File: config.mk
export PLATFORM = sky130hd
export DESIGN_NAME = pcie3_cfg_msg_received_capture_flat
export DESIGN_NICKNAME = d
export VERILOG_FILES = /design/src/rtl/pcie3_cfg_msg_received_capture_if.sv /design/src/rtl/pcie3_cfg_msg_received_capture.sv /design/src/flat_wrapper.sv
export SDC_FILE = /design/constraint.sdc
export NUM_CORES = 1
export LEC_CHECK = 0
export BUFFER_PORTS_ARGS = -buffer_cell sky130_fd_sc_hd__buf_2
export CORE_ASPECT_RATIO = 2
export CORE_UTILIZATION = 40
export CTS_BUF_LIST = sky130_fd_sc_hd__clkbuf_4 sky130_fd_sc_hd__clkbuf_8
export CTS_CLUSTER_DIAMETER = 40
export DETAILED_ROUTE_END_ITERATION = 10
export GPL_TIMING_DRIVEN = 0
export PLACE_DENSITY = 0.62
export SLEW_MARGIN = 20
export SYNTH_ARGS = -nofsm -noshare
export SYNTH_HDL_FRONTEND = slang
export SYNTH_SLANG_ARGS = --single-unit
File: constraint.sdc
create_clock -name aclk -period 2.4 [get_ports aclk]
set_input_delay 0.36 -clock aclk [delete_from_list [all_inputs] [get_ports aclk]]
set_output_delay 0.36 -clock aclk [all_outputs]
set_load 0.02 [all_outputs]
File: src/rtl/pcie3_cfg_msg_received_capture_if.sv
// pcie3_cfg_msg_received_capture_if: received-message sideband, pass-through copy and capture FIFO bundle
interface pcie3_cfg_msg_received_capture_if #(
  parameter int DW  = 8,
  parameter int TW  = 5,
  parameter int CW  = 5,
  parameter int DCW = 16
);
  logic           s_recd;
  logic [DW-1:0]  s_recd_data;
  logic [TW-1:0]  s_recd_type;
  logic           m_recd;
  logic [DW-1:0]  m_recd_data;
  logic [TW-1:0]  m_recd_type;
  logic           f_valid;
  logic           f_ready;
  logic [DW-1:0]  f_data;
  logic [TW-1:0]  f_type;
  logic [CW-1:0]  f_count;
  logic           ovf;
  logic [DCW-1:0] drop_cnt;
  logic           clr_ovf;
  modport master (
    output s_recd, s_recd_data, s_recd_type, f_ready, clr_ovf,
    input  m_recd, m_recd_data, m_recd_type, f_valid, f_data, f_type, f_count, ovf, drop_cnt
  );
  modport slave (
    input  s_recd, s_recd_data, s_recd_type, f_ready, clr_ovf,
    output m_recd, m_recd_data, m_recd_type, f_valid, f_data, f_type, f_count, ovf, drop_cnt
  );
endinterface

File: src/rtl/pcie3_cfg_msg_received_capture.sv
// pcie3_cfg_msg_received_capture: pipelined cfg_msg_received pass-through with type-filtered FWFT capture FIFO
module pcie3_cfg_msg_received_capture #(
  parameter int          C_RECD_DATA_WIDTH = 8,
  parameter int          C_RECD_TYPE_WIDTH = 5,
  parameter int          C_PIPE_STAGES     = 1,
  parameter int          C_FIFO_DEPTH      = 16,
  parameter logic [31:0] C_TYPE_MASK       = 32'hFFFFFFFF,
  parameter int          C_DROP_CNT_WIDTH  = 16
) (
  input logic aclk,
  input logic areset,
  pcie3_cfg_msg_received_capture_if.slave bus
);
  localparam int DW  = C_RECD_DATA_WIDTH;
  localparam int TW  = C_RECD_TYPE_WIDTH;
  localparam int W   = 1 + TW + DW;
  localparam int AW  = $clog2(C_FIFO_DEPTH);
  localparam int CW  = $clog2(C_FIFO_DEPTH + 1);
  localparam int DCW = C_DROP_CNT_WIDTH;
  localparam logic [CW-1:0] DEPTH = CW'(C_FIFO_DEPTH);
  logic [W-1:0] s_bus;
  logic [W-1:0] m_bus;
  assign s_bus = {bus.s_recd, bus.s_recd_type, bus.s_recd_data};
  generate
    if (C_PIPE_STAGES == 0) begin : g_comb
      assign m_bus = s_bus;
    end else begin : g_pipe
      logic [W-1:0] pipe_d [C_PIPE_STAGES];
      logic [W-1:0] pipe_q [C_PIPE_STAGES];
      // shift strobe, type and data together one stage per cycle
      always_comb begin
        pipe_d[0] = s_bus;
        for (int i = 1; i < C_PIPE_STAGES; i++) pipe_d[i] = pipe_q[i-1];
      end
      // pipeline registers, flushed on reset so in-flight messages vanish
      always_ff @(posedge aclk)
        for (int i = 0; i < C_PIPE_STAGES; i++) pipe_q[i] <= areset ? '0 : pipe_d[i];
      assign m_bus = pipe_q[C_PIPE_STAGES-1];
    end
  endgenerate
  assign {bus.m_recd, bus.m_recd_type, bus.m_recd_data} = m_bus;
  logic           push_req, pop, full, push, drop;
  logic [AW-1:0]  wr_ptr_d, wr_ptr_q, rd_ptr_d, rd_ptr_q;
  logic [CW-1:0]  count_d, count_q;
  logic           valid_d, valid_q;
  logic           ovf_d, ovf_q;
  logic [DCW-1:0] drop_d, drop_q;
  logic [TW+DW-1:0] mem_q [C_FIFO_DEPTH];
  logic [TW+DW-1:0] head;
  // capture qualification, occupancy and overflow bookkeeping; a pop frees room for a same-cycle push
  always_comb begin
    push_req = bus.s_recd & C_TYPE_MASK[bus.s_recd_type];
    pop      = valid_q & bus.f_ready;
    full     = count_q == DEPTH;
    push     = push_req & (~full | pop);
    drop     = push_req & full & ~pop;
    wr_ptr_d = push ? wr_ptr_q + AW'(1) : wr_ptr_q;
    rd_ptr_d = pop ? rd_ptr_q + AW'(1) : rd_ptr_q;
    count_d  = count_q + CW'(push) - CW'(pop);
    valid_d  = count_d != '0;
    ovf_d    = drop | (ovf_q & ~bus.clr_ovf);
    drop_d   = bus.clr_ovf ? DCW'(drop) : drop_q + DCW'(drop & ~&drop_q);
  end
  // FIFO control state
  always_ff @(posedge aclk)
    if (areset) begin
      wr_ptr_q <= '0;
      rd_ptr_q <= '0;
      count_q  <= '0;
      valid_q  <= 1'b0;
      ovf_q    <= 1'b0;
      drop_q   <= '0;
    end else begin
      wr_ptr_q <= wr_ptr_d;
      rd_ptr_q <= rd_ptr_d;
      count_q  <= count_d;
      valid_q  <= valid_d;
      ovf_q    <= ovf_d;
      drop_q   <= drop_d;
    end
  // capture storage; stale contents are hidden by the empty gating on the head
  always_ff @(posedge aclk)
    if (push) mem_q[wr_ptr_q] <= {bus.s_recd_type, bus.s_recd_data};
  assign head         = mem_q[rd_ptr_q];
  assign bus.f_data   = valid_q ? head[DW-1:0] : '0;
  assign bus.f_type   = valid_q ? head[TW+DW-1:DW] : '0;
  assign bus.f_valid  = valid_q;
  assign bus.f_count  = count_q;
  assign bus.ovf      = ovf_q;
  assign bus.drop_cnt = drop_q;
endmodule
File: src/flat_wrapper.sv
// flat-port wrapper written by rule: the top's interface ports become plain ports
module pcie3_cfg_msg_received_capture_flat 
#(
  parameter int          C_RECD_DATA_WIDTH = 8,
  parameter int          C_RECD_TYPE_WIDTH = 5,
  parameter int          C_PIPE_STAGES     = 1,
  parameter int          C_FIFO_DEPTH      = 16,
  parameter logic [31:0] C_TYPE_MASK       = 32'hFFFFFFFF,
  parameter int          C_DROP_CNT_WIDTH  = 16
)
  (aclk, areset, bus_s_recd, bus_s_recd_data, bus_s_recd_type, bus_f_ready, bus_clr_ovf, bus_m_recd, bus_m_recd_data, bus_m_recd_type, bus_f_valid, bus_f_data, bus_f_type, bus_f_count, bus_ovf, bus_drop_cnt);
  pcie3_cfg_msg_received_capture_if bus_i ();
  input logic aclk;
  input logic areset;
  input wire logic [$bits(bus_i.s_recd)-1:0] bus_s_recd;
  input wire logic [$bits(bus_i.s_recd_data)-1:0] bus_s_recd_data;
  input wire logic [$bits(bus_i.s_recd_type)-1:0] bus_s_recd_type;
  input wire logic [$bits(bus_i.f_ready)-1:0] bus_f_ready;
  input wire logic [$bits(bus_i.clr_ovf)-1:0] bus_clr_ovf;
  output wire logic [$bits(bus_i.m_recd)-1:0] bus_m_recd;
  output wire logic [$bits(bus_i.m_recd_data)-1:0] bus_m_recd_data;
  output wire logic [$bits(bus_i.m_recd_type)-1:0] bus_m_recd_type;
  output wire logic [$bits(bus_i.f_valid)-1:0] bus_f_valid;
  output wire logic [$bits(bus_i.f_data)-1:0] bus_f_data;
  output wire logic [$bits(bus_i.f_type)-1:0] bus_f_type;
  output wire logic [$bits(bus_i.f_count)-1:0] bus_f_count;
  output wire logic [$bits(bus_i.ovf)-1:0] bus_ovf;
  output wire logic [$bits(bus_i.drop_cnt)-1:0] bus_drop_cnt;
  assign bus_i.s_recd = bus_s_recd;
  assign bus_i.s_recd_data = bus_s_recd_data;
  assign bus_i.s_recd_type = bus_s_recd_type;
  assign bus_i.f_ready = bus_f_ready;
  assign bus_i.clr_ovf = bus_clr_ovf;
  assign bus_m_recd = bus_i.m_recd;
  assign bus_m_recd_data = bus_i.m_recd_data;
  assign bus_m_recd_type = bus_i.m_recd_type;
  assign bus_f_valid = bus_i.f_valid;
  assign bus_f_data = bus_i.f_data;
  assign bus_f_type = bus_i.f_type;
  assign bus_f_count = bus_i.f_count;
  assign bus_ovf = bus_i.ovf;
  assign bus_drop_cnt = bus_i.drop_cnt;
  pcie3_cfg_msg_received_capture #(.C_RECD_DATA_WIDTH(C_RECD_DATA_WIDTH), .C_RECD_TYPE_WIDTH(C_RECD_TYPE_WIDTH), .C_PIPE_STAGES(C_PIPE_STAGES), .C_FIFO_DEPTH(C_FIFO_DEPTH), .C_TYPE_MASK(C_TYPE_MASK), .C_DROP_CNT_WIDTH(C_DROP_CNT_WIDTH)) u_core (.aclk(aclk), .areset(areset), .bus(bus_i));
endmodule
# After elaboration in Yosys (flattened, before gate mapping)
# Memory sizes are Yosys's and may differ from the RTL's. A register that Yosys moved wholly into a read port is not among the register bits.
# Cells that the tools add are included.
# totals
reg_bits,31
ramBits,222
mem_bits_ro,32
in_bits,18
word_cells,42
memories,3
# mem_list
name,words,word_bits,rd,rd_ports_with_merged_regs,wr,line_no,text
u_core.mem_q,16,13,1,1,1,pcie3_cfg_msg_received_capture.sv:48,logic [TW+DW-1:0] mem_q [C_FIFO_DEPTH];
(name not given),32,1,1,0,0,pcie3_cfg_msg_received_capture.sv:52,push_req = bus.s_recd & C_TYPE_MASK[bus.s_recd_type];
u_core.g_pipe.pipe_q,1,14,1,0,1,pcie3_cfg_msg_received_capture.sv:29,logic [W-1:0] pipe_q [C_PIPE_STAGES];
# op_classes
addsub,5
order_cmp,1
eq_ne,1
n_mux,9
n_bitwise,12
reduce_logical,4
# ops
cell,count
16-bit by 1-bit adder with 16-bit output,1
16-bit AND reduction,1
14-bit 2-to-1 mux,1
4-bit by 1-bit adder with 4-bit output (second input constant),2
4-bit 2-to-1 mux,2
8-bit 2-to-1 mux,1
1-bit bitwise AND,7
5-bit by 6-bit less-than comparator with 1-bit output (second input constant),1
5-bit by 1-bit adder with 5-bit output,1
5-bit equality test (second input constant),1
5-bit 2-to-1 mux,1
5-bit nonzero test,1
5-bit by 1-bit subtractor with 5-bit output,1
1-bit 2-to-1 mux,4
1-bit inverter,3
1-bit OR,2
2-bit OR reduction,1
1-bit logical NOT,1

# Logic depth before layout (Yosys ltp)
# Gate-level depths: netlist of the first run.
# logic_depth
depth_word,8
mapped_depth,12

# Worst setup path before layout of the first run
# Ideal clock, no wire load.
# synth_path
path_type,reg2reg
start,"register u_core.count_q[2], in the netlist u_core.bus.f_count[2]"
end,"memory u_core.mem_q[2][0] (netlist name), enable pin"
setup_time_ns,0.400
arrival_ns,2.175
setup_slack_ns,-0.175
stages_incl_launch_ff,8
path_buffers,1
synth_period_minus_slack_ns,2.575
path_cell_list,dfxtp_1 > inv_1 > ha_1 > nand4bb_1 > o21a_1 > buf_2 > nand2_1 > nor3_1
# synth_via
elab_chain_len,6
# synth_lines
element,line_no,text
"start, declared",pcie3_cfg_msg_received_capture.sv:44,"logic [CW-1:0] count_d, count_q;"
"start signal, assigned",pcie3_cfg_msg_received_capture.sv:76,count_q <= count_d;
5-bit equality test,pcie3_cfg_msg_received_capture.sv:54,full = count_q == DEPTH;
1-bit inverter,pcie3_cfg_msg_received_capture.sv:55,push = push_req & (~full | pop);
1-bit OR,pcie3_cfg_msg_received_capture.sv:55,
1-bit bitwise AND,pcie3_cfg_msg_received_capture.sv:55,
named net u_core.push,pcie3_cfg_msg_received_capture.sv:42,"logic push_req, pop, full, push, drop;"
1-bit 2-to-1 mux,pcie3_cfg_msg_received_capture.sv:83,"if (push) mem_q[wr_ptr_q] <= {bus.s_recd_type, bus.s_recd_data};"
1-bit 2-to-1 mux (implied by the code),pcie3_cfg_msg_received_capture.sv:83,
"end, declared",pcie3_cfg_msg_received_capture.sv:48,
# The timed path passes the listed nets, and every way through them passes these cells.

==> metrics.csv, run 1 <==
stage;metric;value;unit
cells_and_area;regArea;0.00725;mm^2
cells_and_area;area_delta_synth_final;23.4;%
sta;setup_ws;-0.100;ns
routing;vias;5879;
critical_path;r2r_cells;12;
sta;slew_headroom;0.406;
yosys;synthTopCellsByCount;208 x edfxtp_1, 82 x mux2i_1, 49 x dfxtp_1;
cells_and_area;final_nets;799;
floorplan;start_util;0.410;
yosys;netlist_area;0.0101;mm^2
placed_design;place.gp.congestion;0.823;
critical_path;worstSetupPathType;reg2out;
clocking;cts_buffers;35;
clocking;clkLatencyLatePin;0.52;ns
yosys;synthAdderAreaFrac;0.0193;
clocking;cts_tree;yes;
cells_and_area;antennaDiodeCount;0;
yosys;synth_most_common_cell;edfxtp_1;
sta;maxSlewViolCount;0;
hold_path;hold_depth;2;
run_status;outcome;finished with violations;
grt;grt_overflow;0;
yosys;synth.area.mux_share;0.108;
critical_path;slowest_delay;0.38;ns
clocking;path_clk_slew;0.07;ns
pwr;max-vdd-ir-drop;0.000546;V
grt;grt_pass1_wl;35700;um
yosys;synth_compound_area_frac;0.0517;
placed_design;placed_area;0.0110;mm^2
routing;drtIter0Drc;220;
pwr;p_seq_frac;0.469;
critical_path;r2r_start;u_core.bus.f_count[2];
hold_path;min_delay_worst_endpoint;u_core.g_pipe.pipe_q[0][0];
yosys;synth_top_family_by_area;multiplexers;
yosys;synth_edf_count;208;
critical_path;cp_max_fo;9;
grt;grt_usage;0.188;
yosys;yosysWarnings;0;
yosys;synthCells;644;
routing;viasPerCell;5.25;
yosys;synthesis.nets;677;
yosys;ys_async_sr_fraction;0;
yosys;synthTopCellsByArea;edfxtp_1 62%, dfxtp_1 9.7%, mux2i_1 8.1%, a22oi_1 3.0%, mux4_2 2.7%;
clocking;clk_path_buf_depth;3;
yosys;yosys_register_bits;257;
pwr;powerDensity;875;mW/mm^2
yosys;synth-simple-area-share;0.0693;
sta;tns;-0.283;ns
yosys;synthXorXnorAreaFrac;0.0174;
routing;drc;0;
routing;ant_nets;0;
critical_path;reg2reg_to;u_core.bus.drop_cnt[15];
pwr;p_comb_frac;0.220;
sta;tightest_slew;0.889;ns
critical_path;rrSetupSlack;0.03;ns
sta;min_period;2.50;ns
clocking;root_buffer;clkbuf_8;
sta;period_share;1.04;
yosys;yosysTopAreaCellShare;0.619;
critical_path;cp_slowest_cell;dfxtp_4;
cells_and_area;final_cell_area;0.0125;mm^2
pwr;switchingPower;2.96;mW
yosys;seq_area_frac_synth;0.716;
pwr;cellInternalPower;7.93;mW
cells_and_area;drive_above_1_share;0.329;
pwr;swShare;0.272;
yosys;ys.flop_type;edfxtp_1;
pwr;clockPowerShare;0.311;
yosys;syn_avg_cell_area;15.7;um^2
routing;first_pass_iters;5;
critical_path;startpoint_type;flop;
clocking;cts.htree.levels;2;
critical_path;worstSetupEndpointType;output pin;
critical_path;path_buf_inv;3;
cells_and_area;multi_input_area;0.00310;mm^2
pwr;p_total;10.9;mW
floorplan;fp.dieH;227;um
cells_and_area;fillers;2053;
floorplan;die-area;0.0259;mm^2
grt;antenna_found_initial;0;
grt;grt_pass1_vias;6218;
clocking;cts_hold_buf;0;
floorplan;row_count;81;
yosys;ys_types;43;
grt;grt_max_degree;18;
critical_path;path_cells;buf_12 > buf_6 > mux2i_1 > a22oi_2 > a311oi_2 > a21oi_1 > buf_4;
placed_design;place.port_buffers;67;
critical_path;crit_family;compound AO/OA/AOI/OAI gates;
yosys;yosysTopAreaCell;edfxtp_1;
clocking;cts.sinks;257;
floorplan;dieWidth;114;um
sta;max_freq;400;MHz
hold_path;min_path_type;in2reg;
placed_design;hpwl;16100;um
run;cap_violations;0;
floorplan;ios;68;
hold_path;hold_start;areset;
critical_path;arrival;2.14;ns
critical_path;crit_required;2.04;ns
run_status;violations;negative setup slack;
routing;wl;23900;um
routing;avgRoutedWirePerCell;21.4;um
sta;hold_viol;0;
sta;rsz0062_at_grt;yes;
pwr;p_leak;4.23;nW
sta;fin_worst_skew;0.0199;ns
floorplan;coreArea;0.0246;mm^2
sta;setup_viol;7;
worst reg2reg max path, delay by kind of cell, from the launching register on:
family | cells | cell delay (ns)
DFF | 1 | 0.34
buffers and inverters | 2 | 0.23
AOI/OAI and AO/OA | 1 | 0.14
adders and majority gates | 2 | 0.33
and+or+nand+nor | 7 | 1.28
power groups by stage:
| stage | logic (mW) | registers (mW) | clock network, mW |
|---|---|---|---|
| after floorplan | 1.16 | 5.22 | 0 |
| after global placement | 1.75 | 5.17 | 0 |
| after detailed placement | 1.81 | 5.18 | 0 |
| after CTS | 2.21 | 5.09 | 3.46 |
| after global routing | 2.54 | 5.12 | 3.64 |
| final | 2.40 | 5.10 | 3.39 |
worst max-delay path by stage:
| stage | slack (ns) | startpoint | endpoint | cells past startpoint |
|---|---|---|---|---|
| after detailed placement | -0.29 | flop | bus_f_data[5] | 7 |
| after global routing | -0.16 | flop | bus_f_type[1] | 7 |
| after global placement | -0.54 | u_core.bus.f_valid | u_core.mem_q[14][1] | 6 |
| after CTS | -0.09 | flop | bus_f_data[3] | 8 |
| final | -0.10 | flop | bus_f_type[1] | 7 |
| after floorplan | 0.05 | u_core.bus.f_count[3] | u_core.bus.f_valid | 11 |
metrics by stage:
| step | hold slack [ns] | util | std cells | worst slack [ns] |
|---|---|---|---|---|
| global placement | 0.463 | 0.441 | 1043 | -0.535 |
| finish | 0.107 | 0.506 | 1119 | -0.100 |
| CTS | 0.0666 | 0.495 | 1114 | -0.0946 |
| detailed placement | 0.480 | 0.445 | 1046 | -0.290 |
| global route | 0.0783 | 0.506 | 1119 | -0.161 |
| floorplan | 0.432 | - | 644 | 0.0507 |
flip-flops by register name, indices dropped and copies added, names as in the netlist, named ones only:
signal,count
u_core.bus.f_valid,1
u_core.wr_ptr_q,4
u_core.mem_q,208
u_core.bus.ovf,1
u_core.bus.drop_cnt,16
u_core.bus.f_count,5
u_core.rd_ptr_q,4
u_core.g_pipe.pipe_q,14
logic make-up (layout without fill, tap and decap cells):
kind of cell             Yosys count  after routing
AO/OA/AOI/OAI                     75             75
XOR/XNOR                          20             20
adder cells (fa/ha/maj)           15             15
multiplexers                      94             94
AND/OR/NAND/NOR                  142            142
buffers and inverters             41            184
flip-flops                       257            257
what timing repair did:
action                                 4_1_cts  5_1_grt
endpoints found under the hold margin        0        0
setup endpoints to repair                  162       99
setup buffers                               12        5
resized for setup                          119       54
cloned                                       1        0
pin swaps                                    9       27
per-layer routing:
metal  vias to the layer above  track usage  share of wire
li1                       2688            -              -
met1                      2947        0.190           0.35
met2                       178        0.364           0.57
met3                        66       0.0246          0.032
met4                         0        0.100          0.045
met5                         -            0              0
cell usage in the layout, fill, tap and decap left out, types with 4 or more instances in the layout:
| cell type | n |
|---|---|
| buf_8 | 7 |
| dfxtp_1 | 40 |
| nor2_2 | 12 |
| nand2b_1 | 4 |
| o22ai_2 | 8 |
| xor2_1 | 8 |
| clkinv_1 | 6 |
| buf_2 | 55 |
| edfxtp_1 | 208 |
| nor2_1 | 27 |
| nor2b_1 | 18 |
| a21oi_1 | 7 |
| a22oi_1 | 30 |
| ha_4 | 4 |
| clkbuf_4 | 14 |
| a22oi_2 | 10 |
| mux2i_1 | 80 |
| buf_4 | 12 |
| nor2_4 | 9 |
| nor3_4 | 4 |
| buf_6 | 18 |
| dfxtp_2 | 6 |
| nand3_1 | 12 |
| nand2_1 | 30 |
| ha_1 | 10 |
| clkbuf_8 | 39 |
| nand4_1 | 4 |
| inv_1 | 8 |
| xnor2_1 | 12 |
| clkbuf_1 | 4 |
| mux4_2 | 12 |
| buf_12 | 9 |
area by class of cell:
cell class | instances | share of cell area
clock buffers | 47 | 0.0479
inverters | 11 | 0.00332
multi-input cells | 346 | 0.249
well taps | 332 | 0.0334
clock inverters | 11 | 0.00814
repair buffers | 88 | 0.0527
plain buffers | 27 | 0.0240
flip-flops and latches | 257 | 0.582
Power figures use the tool's default switching activity.
==> run 2: changes to the inputs <==
--- a/config.mk
+++ b/config.mk
@@ -13,7 +13,9 @@
 export DETAILED_ROUTE_END_ITERATION = 10
 export GPL_TIMING_DRIVEN = 0
 export PLACE_DENSITY = 0.62
+export REMOVE_ABC_BUFFERS = 1
 export SLEW_MARGIN = 20
 export SYNTH_ARGS = -nofsm -noshare
 export SYNTH_HDL_FRONTEND = slang
 export SYNTH_SLANG_ARGS = --single-unit
+export TNS_END_PERCENT = 5
==> run 2 against run 1 <==
  * The run still ends with negative setup slack left
  * Hold slack better by 0.040 ns
  * Count of clock-buffer cells in the layout rose by 3
  * Largest power group unchanged
  * Largest cell class unchanged
  * Register-to-register slack got worse by 0.02 ns
  * Global-route usage rose by 0.85 points
  * Combinational power down 7%
  * Cell count rose by 0.98%
  * Die area unchanged
  * Clock skew down 0.0036 ns
  * Power increased by 0.56%
  * Sequential share of layout area decreased by 0.44 points
  * Highest routed layer unchanged
==> metrics.csv, run 2 (synthesized netlist as in run 1, its figures left out) <==
stage;metric;value;unit
floorplan;dieWidth;114;um
floorplan;fp.dieH;227;um
grt;grt_overflow;0;
clocking;cts.sinks;257;
pwr;powerDensity;874;mW/mm^2
pwr;max-vdd-ir-drop;0.000697;V
floorplan;coreArea;0.0246;mm^2
sta;rsz0062_at_grt;yes;
routing;drtIter0Drc;328;
grt;antenna_found_initial;0;
placed_design;place.port_buffers;67;
sta;tightest_slew;0.802;ns
clocking;cts_buffers;36;
critical_path;cp_max_fo;5;
run_status;outcome;finished with violations;
cells_and_area;fin_util;0.509;
floorplan;start_util;0.410;
hold_path;min_path_type;in2reg;
sta;hold_viol;0;
routing;drc;0;
placed_design;hpwl;15400;um
grt;grt_max_degree;35;
cells_and_area;final_nets;805;
placed_design;place.gp.congestion;0.793;
routing;ant_nets;0;
cells_and_area;largest_reg_flops;208;
cells_and_area;mostFrequentLayoutCell;edfxtp_1;
placed_design;dp_cells;1035;
sta;fin_worst_skew;0.0163;ns
clocking;clk_path_buf_depth;3;
cells_and_area;antennaDiodeCount;0;
clocking;clkLatencyLatePin;0.53;ns
routing;avgRoutedWirePerCell;21.8;um
clocking;path_clk_slew;0.07;ns
floorplan;die-area;0.0259;mm^2
cells_and_area;instances_no_fill;1130;
clocking;cts_hold_buf;0;
critical_path;startpoint_type;flop;
floorplan;row_count;81;
clocking;root_buffer;clkbuf_8;
critical_path;worstSetupPathType;reg2out;
sta;max_freq;400;MHz
clocking;cts.htree.levels;2;
floorplan;ios;68;
cells_and_area;layout_common_cells;208 x edfxtp_1, 82 x mux2i_1, 55 x buf_2;
sta;min_period;2.50;ns
run;cap_violations;0;
grt;grt_pass1_vias;6517;
critical_path;arrival;2.14;ns
routing;viasPerCell;5.32;
sta;setup_viol;12;
critical_path;worstSetupEndpointType;output pin;
sta;slew_headroom;0.466;
cells_and_area;top_register;u_core.mem_q;
pwr;p_total;11.0;mW
clocking;cts_tree;yes;
pwr;p_leak;4.32;nW
sta;maxSlewViolCount;0;
grt;grt_usage;0.196;
critical_path;crit_required;2.04;ns
sta;setup_ws;-0.0970;ns
run_status;violations;negative setup slack;
routing;vias;6014;
cells_and_area;drive_above_1_share;0.318;
routing;wl;24600;um
routing;first_pass_iters;5;
cells_and_area;area_delta_synth_final;24.2;%
grt;grt_pass1_wl;37300;um
sta;period_share;1.04;
run 2: cell types whose count changed in the layout (fill, tap and decap cells not counted), moves of 4 or more:
cell	delta
buf_4	+11
a22oi_1	+10
a22oi_2	-10
dfxtp_1	+5
clkbuf_1	-4
dfxtp_2	-4
run 2: power breakdown:
group | internal (mW) | leakage (nW) | switching [mW]
Combinational | 1.03 | 1.64 | 1.19
Sequential | 4.99 | 2.28 | 0.123
Clock | 2.00 | 0.400 | 1.62
run 2: worst paths after layout:
kind | startpoint | endpoint | slack [ns] | cells after the start
setup / recovery | flop | bus_f_data[4] | -0.1 | 6
hold / removal | bus_s_recd | u_core.g_pipe.pipe_q[0][13] | 0.15 | 2
setup reg to reg | u_core.bus.f_count[3] | u_core.bus.f_valid | 0.01 | 10
hold reg to reg | u_core.bus.ovf | u_core.bus.ovf | 0.48 | 2
run 2: through the flow:
stage / worst slack, ns / hold slack, ns / area [um^2] / TNS, ns
final: -0.0970 / 0.147 / 12500 / -0.674
after global routing: -0.150 / 0.143 / 12500 / -2.72
after CTS: -0.100 / 0.122 / 12400 / -1.40
after detailed placement: -0.534 / 0.471 / 11100 / -32.08
after global placement: -3.53 / 0.463 / 10700 / -228.35
after floorplan: -2.32 / 0.429 / 9950 / -37.25
run 2: timing repair:
action / in CTS / in global routing
cloned: 3 / 0
pin swaps: 12 / 5
setup endpoints to repair: 179 / 101
resized for setup: 57 / 29
buffers inserted: 25 / 3
run 2: cell type report:
cell class,count,area (um^2)
clock buffers,50,619
clock inverters,14,145
fillers,2030,12100
inverters,11,42.5
multi-input cells,347,2980
flip-flops and latches,257,7240
well taps,332,415
repair buffers,119,1090
run 2: worst max-delay path: stages (launching register included):
cell and delay [ns]:
dfxtp_4 0.39, buf_6 0.15, buf_12 0.13, mux4_2 0.52, nor2_4 0.16, o22ai_2 0.10, buf_6 0.16
run 2: layer usage:
| metal | global-route usage | part of all wire |
|---|---|---|
| met5 | 0 | 0 |
| met4 | 0.0955 | 0.037 |
| met3 | 0.0286 | 0.042 |
| met2 | 0.370 | 0.56 |
| met1 | 0.210 | 0.36 |
==> run 3: changes to the inputs <==
--- a/config.mk
+++ b/config.mk
@@ -5,7 +5,7 @@
 export SDC_FILE = /design/constraint.sdc
 export NUM_CORES = 1
 export LEC_CHECK = 0
-export BUFFER_PORTS_ARGS = -buffer_cell sky130_fd_sc_hd__buf_2
+export BUFFER_PORTS_ARGS = -buffer_cell sky130_fd_sc_hd__buf_4
 export CORE_ASPECT_RATIO = 2
 export CORE_UTILIZATION = 40
 export CTS_BUF_LIST = sky130_fd_sc_hd__clkbuf_4 sky130_fd_sc_hd__clkbuf_8
==> run 3 against run 2 <==
  * The flow still finishes with violations (negative setup slack)
  * Maximum frequency decreased by 0.48%
  * Routed wire length increased by 0.13%
  * Count of clock-buffer cells in the layout increased by 6
  * Design area increased by 0.64%
  * Cell count decreased by 0.27%
  * First-iteration DRC count decreased by 1.5%
  * Die area unchanged
  * Utilization increased by 0.33 points
  * Register-to-register slack got worse by 0.04 ns
  * Non-clock buffer count decreased by 4
  * Power decreased by 1.1%
==> metrics.csv, run 3 (synthesized netlist as in run 1, its figures left out) <==
stage;metric;value;unit
floorplan;fp.dieH;227;um
hold_path;min_path_type;in2reg;
critical_path;cp_max_fo;10;
clocking;cts_buffers;36;
routing;wl;24700;um
cells_and_area;multi_input_area;0.00297;mm^2
cells_and_area;largest_reg_flops;208;
sta;hold_viol;0;
clocking;root_buffer;clkbuf_8;
sta;slew_headroom;0.486;
clocking;cts_hold_buf;0;
cells_and_area;regArea;0.00724;mm^2
critical_path;rrSetupSlack;-0.03;ns
cells_and_area;final_cell_area;0.0126;mm^2
critical_path;startpoint_type;flop;
sta;min_period;2.51;ns
routing;vias;5974;
routing;avgRoutedWirePerCell;21.9;um
critical_path;worstSetupPathType;reg2out;
clocking;clkLatencyLatePin;0.52;ns
placed_design;place.port_buffers;67;
placed_design;place.gp.congestion;0.809;
placed_design;hpwl;15000;um
floorplan;row_count;81;
critical_path;crit_family;buffers and inverters;
grt;grt_pass1_vias;6298;
cells_and_area;area_delta_synth_final;25.0;%
sta;hold_ws;0.117;ns
cells_and_area;layout_common_cells;208 x edfxtp_1, 80 x mux2i_1, 77 x buf_4;
sta;tightest_slew;0.768;ns
sta;max_freq;399;MHz
routing;drtIter0Drc;323;
clocking;cts.sinks;257;
grt;grt_pass1_wl;37400;um
sta;setup_ws;-0.109;ns
floorplan;die-area;0.0259;mm^2
grt;grt_overflow;0;
critical_path;worst-path-stages;7;
placed_design;placed_area;0.0112;mm^2
critical_path;r2r_start;u_core.bus.f_count[2];
sta;maxSlewViolCount;0;
cells_and_area;final_nets;802;
run_status;violations;negative setup slack;
floorplan;ios;68;
critical_path;slowest_delay;0.43;ns
cells_and_area;mostFrequentLayoutCell;edfxtp_1;
pwr;p_total;10.8;mW
pwr;max-vdd-ir-drop;0.000999;V
floorplan;coreArea;0.0246;mm^2
routing;first_pass_iters;4;
sta;rsz0062_at_grt;yes;
critical_path;r2r_cells;10;
cells_and_area;fillers;2000;
clocking;clk_path_buf_depth;3;
grt;antenna_found_initial;0;
critical_path;worstSetupEndpointType;output pin;
critical_path;path_buf_inv;3;
clocking;cts_tree;yes;
critical_path;arrival;2.15;ns
clocking;path_clk_slew;0.06;ns
run_status;outcome;finished with violations;
critical_path;crit_top_cell;buf_4;
critical_path;path_cells;buf_4 > bufbuf_16 > mux2i_2 > a22oi_1 > nand2_1 > o22ai_1 > buf_4;
cells_and_area;top_register;u_core.mem_q;
cells_and_area;fin_util;0.512;
sta;setup_viol;15;
critical_path;reg2reg_to;u_core.bus.f_valid;
grt;grt_max_degree;35;
routing;drc;0;
cells_and_area;antennaDiodeCount;0;
pwr;p_leak;4.33;nW
critical_path;cp_slowest_cell;dfxtp_4;
routing;ant_nets;0;
run;cap_violations;0;
sta;fin_worst_skew;0.0206;ns
clocking;cts.htree.levels;2;
critical_path;crit_required;2.04;ns
critical_path;crit_path_end;bus_f_data[2];
cells_and_area;drive_above_1_share;0.316;
floorplan;dieWidth;114;um
floorplan;start_util;0.410;
pwr;powerDensity;859;mW/mm^2
routing;viasPerCell;5.30;
grt;grt_usage;0.199;
sta;period_share;1.05;
==> run 3: worst min-delay path by stage <==
stage | cells after the start | slack (ns) | from | to
after CTS | 2 | 0.09 | bus_s_recd | u_core.g_pipe.pipe_q[0][13]
after detailed placement | 2 | 0.49 | u_core.bus.ovf | u_core.bus.ovf
after global routing | 3 | 0.13 | bus_s_recd | u_core.bus.drop_cnt[0]
final | 2 | 0.12 | bus_s_recd | u_core.g_pipe.pipe_q[0][13]
after floorplan | 1 | 0.43 | areset | u_core.bus.drop_cnt[0]
after global placement | 2 | 0.47 | u_core.bus.ovf | u_core.bus.ovf
==> run 3: through the flow <==
step / std cells / setup WS (ns) / TNS (ns)
after global routing: 1127 / -0.175 / -2.33
after CTS: 1128 / -0.110 / -1.10
after detailed placement: 1034 / -0.661 / -33.82
after floorplan: 614 / -2.32 / -37.25
final: 1127 / -0.109 / -0.965
after global placement: 1013 / -3.49 / -235.45
==> run 3: final cells by class <==
class                           count  share of cell area
Sequential cell                   257               0.574
Multi-Input combinational cell    348               0.235
Timing Repair Buffer              115              0.0986
Clock buffer                       56              0.0532
Tap cell                          332              0.0329
Inverter                           11             0.00337
Clock inverter                      8             0.00278
==> run 3: repair_timing <==
item,in CTS,in global routing
setup endpoints to repair,175,23
pin swaps,8,1
gates cloned,8,0
setup buffers,22,0
resized for setup,57,13
==> run 3: power breakdown <==
part | leakage [nW] | internal (mW) | switching, mW
logic | 1.66 | 1.14 | 1.21
clock network | 0.383 | 1.78 | 1.58
registers | 2.28 | 4.99 | 0.134
==> run 3: metal layers <==
layer | vias to the layer above | share of wire | global-route usage
li1 | 2708 | - | -
met1 | 3045 | 0.34 | 0.206
met2 | 177 | 0.58 | 0.395
met3 | 44 | 0.050 | 0.0270
met4 | 0 | 0.025 | 0.0771
met5 | - | 0 | 0
